--- src/rtl/uart_rx_fifo.sv ---
// UART receiver with majority-vote sampling, optional parity, false-start filtering
// and per-byte error flags, feeding a show-ahead FIFO that drives RTS flow control.
module uart_rx_fifo #(
    parameter int CLK_HZ        = 50_000_000,
    parameter int BIT_RATE      = 9600,
    parameter int PAYLOAD_BITS  = 8,
    parameter int PARITY        = 0,
    parameter int STOP_BITS     = 1,
    parameter int FIFO_DEPTH    = 4,
    parameter int RTS_THRESHOLD = FIFO_DEPTH - 1
) (
    input  logic                          clk,
    input  logic                          resetn,
    input  logic                          uart_rxd,
    output logic                          uart_rts,
    input  logic                          rx_read,
    output logic                          rx_valid,
    output logic [PAYLOAD_BITS-1:0]       rx_data,
    output logic                          rx_frame_err,
    output logic                          rx_parity_err,
    output logic                          rx_overrun,
    input  logic                          clear_overrun,
    output logic [$clog2(FIFO_DEPTH):0]   fifo_level
);

    localparam int CPB = CLK_HZ / BIT_RATE;
    localparam int CW  = $clog2(CPB);
    localparam int AW  = $clog2(FIFO_DEPTH);
    localparam int LW  = AW + 1;
    localparam int EW  = PAYLOAD_BITS + 2;

    localparam logic [CW-1:0] CNT_LAST  = CW'(CPB - 1);
    localparam logic [CW-1:0] CNT_S0    = CW'(CPB / 2 - 1);
    localparam logic [CW-1:0] CNT_S1    = CW'(CPB / 2);
    localparam logic [CW-1:0] CNT_S2    = CW'(CPB / 2 + 1);
    localparam logic [3:0]    LAST_DATA = 4'(PAYLOAD_BITS - 1);
    localparam logic [3:0]    LAST_STOP = 4'(STOP_BITS - 1);
    localparam logic [LW-1:0] FULL_LVL  = LW'(FIFO_DEPTH);
    localparam logic [LW-1:0] RTS_LVL   = LW'(RTS_THRESHOLD);

    typedef enum logic [2:0] {
        S_IDLE,
        S_START,
        S_DATA,
        S_PARITY,
        S_STOP,
        S_WAIT_HIGH
    } state_t;

    function automatic logic maj3(input logic a, input logic b, input logic c);
        return (a & b) | (a & c) | (b & c);
    endfunction

    function automatic logic exp_parity(input logic [PAYLOAD_BITS-1:0] d);
        return (PARITY == 2) ? ~(^d) : (^d);
    endfunction

    logic                    meta_q;
    logic                    rxs_q;
    state_t                  state_q;
    logic [CW-1:0]           cnt_q;
    logic [3:0]              bit_q;
    logic                    samp0_q;
    logic                    samp1_q;
    logic [PAYLOAD_BITS-1:0] shift_q;
    logic                    ferr_q;
    logic                    perr_q;
    logic                    push_q;
    logic [EW-1:0]           push_entry_q;

    logic [EW-1:0]           mem_q [FIFO_DEPTH];
    logic [AW-1:0]           wr_ptr_q;
    logic [AW-1:0]           rd_ptr_q;
    logic [LW-1:0]           level_q;
    logic [LW-1:0]           level_d;
    logic                    ovr_q;
    logic                    rts_q;

    logic                    maj_s;
    logic                    at_s2_s;
    logic                    wrap_s;
    logic [CW-1:0]           cnt_inc_s;
    logic                    stop_ferr_s;
    logic                    pop_s;
    logic                    full_s;
    logic                    wr_s;
    logic                    drop_s;
    logic [EW-1:0]           head_s;

    // Two-flop synchroniser for the asynchronous receive line.
    always_ff @(posedge clk or negedge resetn) begin
        if (!resetn) begin
            meta_q <= 1'b1;
            rxs_q  <= 1'b1;
        end else begin
            meta_q <= uart_rxd;
            rxs_q  <= meta_q;
        end
    end

    assign maj_s       = maj3(samp0_q, samp1_q, rxs_q);
    assign at_s2_s     = (cnt_q == CNT_S2);
    assign wrap_s      = (cnt_q == CNT_LAST);
    assign cnt_inc_s   = wrap_s ? '0 : cnt_q + CW'(1);
    assign stop_ferr_s = ferr_q | ~maj_s;

    // Frame FSM: the bit decision is taken at the third sample, when rxs_q is the last vote.
    always_ff @(posedge clk or negedge resetn) begin
        if (!resetn) begin
            state_q      <= S_IDLE;
            cnt_q        <= '0;
            bit_q        <= 4'd0;
            samp0_q      <= 1'b1;
            samp1_q      <= 1'b1;
            shift_q      <= '0;
            ferr_q       <= 1'b0;
            perr_q       <= 1'b0;
            push_q       <= 1'b0;
            push_entry_q <= '0;
        end else begin
            push_q <= 1'b0;
            if (cnt_q == CNT_S0) begin
                samp0_q <= rxs_q;
            end
            if (cnt_q == CNT_S1) begin
                samp1_q <= rxs_q;
            end
            case (state_q)
                S_IDLE: begin
                    cnt_q <= '0;
                    if (!rxs_q) begin
                        state_q <= S_START;
                        bit_q   <= 4'd0;
                        ferr_q  <= 1'b0;
                        perr_q  <= 1'b0;
                    end
                end
                S_START: begin
                    cnt_q <= cnt_inc_s;
                    if (at_s2_s && maj_s) begin
                        state_q <= S_IDLE;
                        cnt_q   <= '0;
                    end else if (wrap_s) begin
                        state_q <= S_DATA;
                        bit_q   <= 4'd0;
                    end
                end
                S_DATA: begin
                    cnt_q <= cnt_inc_s;
                    if (at_s2_s) begin
                        shift_q <= {maj_s, shift_q[PAYLOAD_BITS-1:1]};
                    end
                    if (wrap_s) begin
                        if (bit_q == LAST_DATA) begin
                            bit_q   <= 4'd0;
                            state_q <= (PARITY != 0) ? S_PARITY : S_STOP;
                        end else begin
                            bit_q <= bit_q + 4'd1;
                        end
                    end
                end
                S_PARITY: begin
                    cnt_q <= cnt_inc_s;
                    if (at_s2_s) begin
                        perr_q <= (maj_s != exp_parity(shift_q));
                    end
                    if (wrap_s) begin
                        state_q <= S_STOP;
                        bit_q   <= 4'd0;
                    end
                end
                S_STOP: begin
                    cnt_q <= cnt_inc_s;
                    if (at_s2_s) begin
                        ferr_q <= stop_ferr_s;
                        // Leaving at mid-bit lets a back-to-back start edge be caught.
                        if (bit_q == LAST_STOP) begin
                            push_q       <= 1'b1;
                            push_entry_q <= {stop_ferr_s, perr_q, shift_q};
                            cnt_q        <= '0;
                            state_q      <= stop_ferr_s ? S_WAIT_HIGH : S_IDLE;
                        end
                    end else if (wrap_s) begin
                        bit_q <= bit_q + 4'd1;
                    end
                end
                S_WAIT_HIGH: begin
                    cnt_q <= '0;
                    if (rxs_q) begin
                        state_q <= S_IDLE;
                    end
                end
                default: begin
                    state_q <= S_IDLE;
                    cnt_q   <= '0;
                end
            endcase
        end
    end

    // FIFO control: a push into a full FIFO succeeds only when a pop frees a slot that cycle.
    always_comb begin
        pop_s   = rx_read & (level_q != '0);
        full_s  = (level_q == FULL_LVL);
        wr_s    = push_q & (~full_s | pop_s);
        drop_s  = push_q & full_s & ~pop_s;
        level_d = level_q;
        case ({wr_s, pop_s})
            2'b10:   level_d = level_q + LW'(1);
            2'b01:   level_d = level_q - LW'(1);
            default: level_d = level_q;
        endcase
    end

    // FIFO pointers, level, sticky overrun and registered RTS.
    always_ff @(posedge clk or negedge resetn) begin
        if (!resetn) begin
            wr_ptr_q <= '0;
            rd_ptr_q <= '0;
            level_q  <= '0;
            ovr_q    <= 1'b0;
            rts_q    <= 1'b1;
        end else begin
            level_q <= level_d;
            rts_q   <= (level_q >= RTS_LVL);
            if (wr_s) begin
                wr_ptr_q <= wr_ptr_q + AW'(1);
            end
            if (pop_s) begin
                rd_ptr_q <= rd_ptr_q + AW'(1);
            end
            if (drop_s) begin
                ovr_q <= 1'b1;
            end else if (clear_overrun) begin
                ovr_q <= 1'b0;
            end
        end
    end

    // FIFO storage.
    always_ff @(posedge clk) begin
        if (wr_s) begin
            mem_q[wr_ptr_q] <= push_entry_q;
        end
    end

    assign head_s = mem_q[rd_ptr_q];

    // Show-ahead head view, forced to zero while empty.
    always_comb begin
        if (level_q != '0) begin
            rx_valid      = 1'b1;
            rx_data       = head_s[PAYLOAD_BITS-1:0];
            rx_frame_err  = head_s[EW-1];
            rx_parity_err = head_s[EW-2];
        end else begin
            rx_valid      = 1'b0;
            rx_data       = '0;
            rx_frame_err  = 1'b0;
            rx_parity_err = 1'b0;
        end
    end

    assign rx_overrun = ovr_q;
    assign uart_rts   = rts_q;
    assign fifo_level = level_q;

endmodule
--- config.mk ---
export PLATFORM = sky130hd
export DESIGN_NAME = uart_rx_fifo
export DESIGN_NICKNAME = d
export VERILOG_FILES = /design/src/rtl/uart_rx_fifo.sv
export SDC_FILE = /design/constraint.sdc
export NUM_CORES = 1
export LEC_CHECK = 0
export BUFFER_PORTS_ARGS = -buffer_cell sky130_fd_sc_hd__buf_4
export CORE_AREA = 5 5 117 163
export CTS_CLUSTER_SIZE = 10
export DETAILED_ROUTE_END_ITERATION = 10
export DIE_AREA = 0 0 122 168
export PLACE_DENSITY_LB_ADDON = 0.3
export SLEW_MARGIN = 10
export SYNTH_ARGS = -nofsm -noshare
export SYNTH_HDL_FRONTEND = slang
export SYNTH_SLANG_ARGS = --single-unit
--- constraint.sdc ---
create_clock -name clk -period 2.9 [get_ports clk]
set_clock_uncertainty 0.15 [all_clocks]
set_input_delay 0.725 -clock clk [delete_from_list [all_inputs] [get_ports clk]]
set_output_delay 0.725 -clock clk [all_outputs]
set_load 0.01 [all_outputs]
==> results of run 1 <==
==> routing by layer <==
| layer | track usage | up-vias |
|---|---|---|
| met1 | 0.0911 | 1221 |
| met4 | 0.0327 | 0 |
| met5 | 0 | - |
| li1 | - | 1187 |
| met2 | 0.139 | 24 |
| met3 | 0.0228 | 10 |
==> worst max path at each step <==
| stage | cells past startpoint | endpoint | start |
|---|---|---|---|
| 6_report | 4 | rx_data[2] | rd_ptr_q[0]$_DFFE_PN0N_ |
| 3_3_place_gp | 10 | fifo_level[2]$_DFFE_PN0P_ | rx_read |
| 3_5_place_dp | 10 | fifo_level[2]$_DFFE_PN0P_ | rx_read |
| 5_1_grt | 4 | rx_data[3] | rd_ptr_q[0]$_DFFE_PN0N_ |
| 4_1_cts | 3 | rx_data[2] | rd_ptr_q[1]$_DFFE_PN0N_ |
| 2_1_floorplan | 10 | fifo_level[2]$_DFFE_PN0P_ | rx_read |
==> cell usage after synthesis (2+ instances only) <==
library cell / instances / area, sq um
sky130_fd_sc_hd__dfstp_2: 5 / 131
sky130_fd_sc_hd__nor2b_1: 3 / 18.8
sky130_fd_sc_hd__edfxtp_1: 40 / 1200
sky130_fd_sc_hd__nand4_1: 3 / 18.8
sky130_fd_sc_hd__buf_2: 2 / 10.0
sky130_fd_sc_hd__a21o_1: 4 / 30.0
sky130_fd_sc_hd__mux2_2: 18 / 203
sky130_fd_sc_hd__xor2_1: 9 / 78.8
sky130_fd_sc_hd__nor2_1: 24 / 90.1
sky130_fd_sc_hd__o21ai_0: 13 / 65.1
sky130_fd_sc_hd__o211ai_1: 2 / 15.0
sky130_fd_sc_hd__xnor2_1: 16 / 140
sky130_fd_sc_hd__inv_1: 12 / 45.0
sky130_fd_sc_hd__nor3b_1: 3 / 22.5
sky130_fd_sc_hd__clkbuf_1: 6 / 22.5
sky130_fd_sc_hd__and4_1: 3 / 26.3
sky130_fd_sc_hd__mux2i_1: 2 / 20.0
sky130_fd_sc_hd__ha_1: 10 / 125
sky130_fd_sc_hd__nor4bb_1: 3 / 30.0
sky130_fd_sc_hd__dfrtp_1: 49 / 1230
sky130_fd_sc_hd__nand2_1: 15 / 56.3
sky130_fd_sc_hd__mux4_2: 10 / 225
sky130_fd_sc_hd__a21oi_1: 2 / 10.0
sky130_fd_sc_hd__and3_1: 3 / 18.8
sky130_fd_sc_hd__o21a_1: 2 / 15.0
sky130_fd_sc_hd__nand2b_1: 3 / 18.8
sky130_fd_sc_hd__mux2_1: 3 / 33.8
sky130_fd_sc_hd__or3_1: 2 / 12.5
sky130_fd_sc_hd__and2_1: 16 / 100
sky130_fd_sc_hd__nand3_1: 12 / 60.1
==> placed cells by master (no fill, tap or decap), drive strengths merged, types with 3 or more instances in the layout <==
cell type / instances
dfrtp: 49
edfxtp: 40
buf: 25
nor2: 24
mux2: 21
xnor2: 16
and2: 16
inv: 16
nand2: 15
o21ai: 14
nand3: 12
mux4: 10
ha: 10
xor2: 9
clkbuf: 9
dfstp: 5
a21o: 4
nor2b: 3
nand2b: 3
nor3b: 3
nor4bb: 3
and4: 3
and3: 3
nand4: 3
==> worst max-delay path, delay by kind of cell, from the launching register on <==
family                 cells  cell delay, ps
and+or+nand+nor            1             170
muxes                      1             530
DFF                        1             320
buffers and inverters      2             390
==> metrics by stage <==
stage          hold WS [ps]   util  cells  total power [uW]  area [sq um]
2_1_floorplan           195      -    313              1410          4250
3_3_place_gp            202  0.271    565              1430          4690
3_5_place_dp            202  0.271    565              1430          4690
4_1_cts                 214  0.288    581              2590          4980
5_1_grt                 217  0.288    581              2650          4980
6_report                209  0.288    581              2550          4980
==> cell families after synthesis <==
| kind of cell | count (synthesis) | share of synthesized area |
|---|---|---|
| flops | 94 | 0.602 |
| compound gates | 32 | 0.0504 |
| fa+ha+maj | 11 | 0.0342 |
| buf+inv | 21 | 0.0191 |
| mux | 33 | 0.113 |
| simple gates | 97 | 0.129 |
| xor+xnor | 25 | 0.0515 |
==> state kept, by name, summed over array words and instances (netlist names), 2 cells and up <==
signal	flops
shift_q	8
push_entry_q	10
mem_q	40
rd_ptr_q	2
bit_q	4
wr_ptr_q	2
cnt_q	13
state_q	3
fifo_level	3
==> final cells by class <==
| class | instances | share of cell area |
|---|---|---|
| sequential | 94 | 0.513 |
| multi-input combinational | 198 | 0.323 |
| tap | 236 | 0.0593 |
| clock buffer | 9 | 0.0452 |
| timing repair buffer | 25 | 0.0377 |
| clock inverter | 7 | 0.0128 |
| inverter | 12 | 0.00904 |
==> power groups by stage <==
stage | Sequential [uW] | Clock, uW | Combinational [uW]
6_report | 1380 | 1150 | 18.3
5_1_grt | 1380 | 1240 | 22.7
4_1_cts | 1380 | 1180 | 20.3
3_5_place_dp | 1410 | 0 | 20.2
3_3_place_gp | 1410 | 0 | 19.8
2_1_floorplan | 1410 | 0 | 0.0482
==> metrics.txt, run 1 <==
run status completed; Net count, final 356; share of the yosys chip area belonging to registers 0.602; post-CTS setup buffer count 0; slack of the worst reg-to-reg path 420 ps; clock tree from TritonCTS built; vertical die dimension 168 microns; cell with the most instances on the worst path sky130_fd_sc_hd__buf_4; share of final-layout standard cells stronger than drive strength 1 0.229; I/O pin count 21; number of buffer cells added on primary ports 20; Leakage Power 0.00207 uW; number of cells produced by synthesis 313; shortest period the worst path allows 2640 ps; transition time at the pin with the least slew margin 691 ps; vias per std cell 4.20; slowest cell delay on critical path 530 ps; M1 wire length 3070 microns; Reg2Reg Depth 5; launch point of the worst reg-to-reg path cnt_q[7]$_DFF_PN0_; critical-path cell with the highest stage delay sky130_fd_sc_hd__mux4_2; top layer reached by signal wires met4; fraction of registers with async set/reset 0.574; setup repair after global routing missed its margin no; Resized cells post-CTS 0; Hold Path Stages 0; share of total power in combinational logic 0.007; max capacitance violation total 0; least setup slack across all paths after layout 264 ps; initial DRC count 134; CTS H-tree lvls 3; P_int 1990 uW; DRC violations left 0; end point of the worst hold path rxs_q$_DFF_PN1_; final estimated routing congestion in global placement 0.713; total negative slack for setup checks 0 ps; endpoint arrival time on the critical path 1760 ps; slew margin rel. 0.540; # clock sinks 94; Sw Ratio 0.222; Overall Global Routing Usage 0.0799; Cell Pwr Density 512 nW/um^2; multi-input logic area 1610 sq um; Tcrit/Tclk final 0.909; wire length of the first global-routing pass 13000 microns; Die X 122 microns; vias in the first global route 2505; Max IR drop VDD 0.211 mV; final count of pins violating max slew 0; signed area change from the synthesized netlist to the final layout 17.3%; part of the total power dissipated in the clock network 0.451; count of vias placed by the detailed router 2442; # diodes 0; count of different cell masters after synthesis 48; net switching power 566 uW; DP Worst Slack 216 ps; number of synthesized flops with an enable pin 40; Cell Rows 57; met2 wirelength from detailed routing 4030 microns; cell area after technology mapping 4250 sq um; core area 17300 sq um; net count of the mapped netlist 329; Startpoint Class register; worst-skew pair later-pin latency 340 ps; final wirelength 7460 microns; total count of hold-check failures in the final report 0; number of warnings printed during yosys synthesis 0; pin count of the biggest net entering global routing 55; number of search-and-repair iterations in the first detailed-routing pass 4; sum of met3 wire segment lengths after detailed routing 226 microns; deepest clock path buffer count 2; number of register bits inferred by synthesis 94; Worst Hold Class register to register; clock transition at the registers of the reported paths 70 ps; Fillers 1730; crit path cell chain buf_4 -> mux4_2 -> and2_1 -> buf_4; initial antenna violation count 0; largest driver fanout on the critical path 12; CP Class register to primary output; Antenna Violating Nets Remaining 0; overall overflow remaining after global route 0; clock root buffer sky130_fd_sc_hd__clkbuf_16; flip-flop cell with the highest count after synthesis sky130_fd_sc_hd__dfrtp_1; Sequential Power Share 0.542; FMAX 379 MHz; initial core utilization 0.245; end of the worst register-to-register path state_q[0]$_DFFE_PN0P_; area occupied by registers 2560 sq um; die area 20500 sq um; routed wirelength normalized by instance count 12.8 microns; hpwl dp 5270 microns; cts bufs inserted 9; post-cts hold buffer count 0; element type at the critical path end primary output; required time at the worst-slack endpoint 2030 ps; Worst Min Path Start meta_q$_DFF_PN1_; syn_area_per_cell 13.6 sq um; final setup fails 0
No activity file was read; power rests on OpenSTA's default activity.
==> run 2: changes to the inputs <==
==> constraint.sdc (replaced) <==
create_clock -name clk -period 3.1 [get_ports clk]
set_clock_uncertainty 0.15 [all_clocks]
set_input_delay 0.775 -clock clk [delete_from_list [all_inputs] [get_ports clk]]
set_output_delay 0.775 -clock clk [all_outputs]
set_load 0.01 [all_outputs]
==> metrics.txt, run 2 (synthesis results as in run 1) <==
Leakage Power 0.00206 uW (was 0.00207 uW); total negative slack for setup checks 0 ps (unchanged); slew margin rel. 0.526 (was 0.540); count of vias placed by the detailed router 2407 (was 2442); vertical die dimension 168 microns (unchanged); DRC violations left 0 (unchanged); number of search-and-repair iterations in the first detailed-routing pass 4 (unchanged); largest driver fanout on the critical path 10 (was 12); wire length of the first global-routing pass 12900 microns (was 13000 microns); max capacitance violation total 0 (unchanged); Cell Pwr Density 482 nW/um^2 (was 512 nW/um^2); cell with the most instances on the worst path sky130_fd_sc_hd__buf_4 (unchanged); buffers and inverters on the worst path 2 (unchanged); Startpoint Class register (unchanged); vias per std cell 4.16 (was 4.20); Top Family by Delay on Critical Path multiplexers (unchanged); transition time at the pin with the least slew margin 711 ps (was 691 ps); Worst Min Path Start meta_q$_DFF_PN1_ (unchanged); total count of hold-check failures in the final report 0 (unchanged); die area 20500 sq um (unchanged); clock root buffer sky130_fd_sc_hd__clkbuf_16 (unchanged); CP Class register to primary output (unchanged); # diodes 0 (unchanged); core area 17300 sq um (unchanged); routed wirelength normalized by instance count 13.1 microns (was 12.8 microns); CTS H-tree lvls 3 (unchanged); hpwl dp 5250 microns (was 5270 microns); element type at the critical path end primary output (unchanged); share of final-layout standard cells stronger than drive strength 1 0.222 (was 0.229); Tcrit/Tclk final 0.889; final setup fails 0 (unchanged); Die X 122 microns (unchanged); initial antenna violation count 0 (unchanged); Overall Global Routing Usage 0.0804 (was 0.0799); Global Route met2 Usage 0.143 (was 0.139); shortest period the worst path allows 2760 ps; Antenna Violating Nets Remaining 0 (unchanged); clock transition at the registers of the reported paths 70 ps (about the same); clock tree from TritonCTS built (unchanged); most common cell after layout, fill and taps aside sky130_fd_sc_hd__dfrtp_1 (unchanged); post-cts hold buffer count 0 (unchanged); commonest cells after routing, fill and taps aside sky130_fd_sc_hd__dfrtp_1, sky130_fd_sc_hd__edfxtp_1, sky130_fd_sc_hd__nor2_1 (was sky130_fd_sc_hd__dfrtp_1, sky130_fd_sc_hd__edfxtp_1, sky130_fd_sc_hd__buf_4); launch point of the worst reg-to-reg path cnt_q[7]$_DFF_PN0_ (unchanged); Worst Hold Class register to register (unchanged); endpoint arrival time on the critical path 1830 ps (was 1760 ps); worst-skew pair later-pin latency 340 ps (about the same); met3 usage 0.0188 (was 0.0228); number of cells in the design after placement 562 (was 565); signed area change from the synthesized netlist to the final layout 17.0% (was 17.3%); most crowded layer after global routing met2 (unchanged); Top Registers mem_q x40, cnt_q x13, push_entry_q x10 (unchanged); FMAX 363 MHz; I/O pin count 21 (unchanged); post-CTS setup buffer count 0 (unchanged); slowest cell delay on critical path 530 ps (about the same); Final Instance Count excl. Fillers 578 (was 581); run status completed (unchanged); Resized cells post-CTS 0 (unchanged); number of buffer cells added on primary ports 20 (unchanged); Cell Rows 57 (unchanged); Critical path origin rd_ptr_q[0]$_DFFE_PN0N_ (unchanged); flip-flop count of the largest register, all copies and words added 40 (unchanged); final wirelength 7570 microns (was 7460 microns); met1 capacity usage during global routing 0.0917 (was 0.0911); required time at the worst-slack endpoint 2170 ps (was 2030 ps); initial core utilization 0.245 (unchanged); stages on the worst setup path 4 (unchanged); Hold Path Stages 0 (unchanged); # clock sinks 94 (unchanged); Reg2Reg Depth 5 (unchanged); deepest clock path buffer count 2 (unchanged); final estimated routing congestion in global placement 0.720 (was 0.713); setup repair after global routing missed its margin no (unchanged); Max IR drop VDD 0.206 mV (was 0.211 mV); critical-path cell with the highest stage delay sky130_fd_sc_hd__mux4_2 (unchanged); Net count, final 353 (was 356); crit path cell chain buf_4 -> mux4_2 -> and2_1 -> buf_4 (unchanged); overall overflow remaining after global route 0 (unchanged); initial DRC count 104 (was 134); pin count of the biggest net entering global routing 55 (unchanged); register bank with the most flops mem_q (unchanged); cts bufs inserted 9 (unchanged); vias in the first global route 2526 (was 2505); final count of pins violating max slew 0 (unchanged)
==> run 2: routing by layer <==
layer / part of all wire / wire length [microns]
met3: 0.025 / 188
met5: 0 / 0
met1: 0.42 / 3160
met2: 0.54 / 4080
met4: 0.018 / 133
==> run 2: area by class of cell <==
| type | instances | area (sq um) |
|---|---|---|
| Inverter | 12 | 45.0 |
| Fill cell | 1760 | 12400 |
| Tap cell | 236 | 295 |
| Clock buffer | 9 | 225 |
| Multi-Input combinational cell | 198 | 1610 |
| Clock inverter | 7 | 71.3 |
| Sequential cell | 94 | 2560 |
| Timing Repair Buffer | 22 | 165 |
==> run 2: worst paths after layout <==
check	to	slack [ps]
worst max-delay path	rx_data[3]	340
worst min-delay path	rxs_q$_DFF_PN1_	210
worst max register to register	cnt_q[6]$_DFF_PN0_	500
worst min register to register	rxs_q$_DFF_PN1_	210
max in group asynchronous	bit_q[1]$_DFFE_PN0P_	2000
min in group asynchronous	cnt_q[8]$_DFF_PN0_	340
==> run 2: power breakdown <==
group	internal, uW	switching [uW]	total [uW]
Clock	570	516	1090
Sequential	1290	1.66	1290
Combinational	3.17	14.3	17.5
Total	1860	532	2400
==> run 2: through the flow <==
stage	cell area [sq um]	util	setup WS, ps	total power, uW	hold slack (ps)
final	4970	0.287	343	2400	214
after floorplan	4250	-	541	1320	195
after global routing	4970	0.287	239	2490	221
after CTS	4970	0.287	286	2440	218
after global placement	4670	0.270	387	1340	201
after detailed placement	4670	0.270	280	1340	206
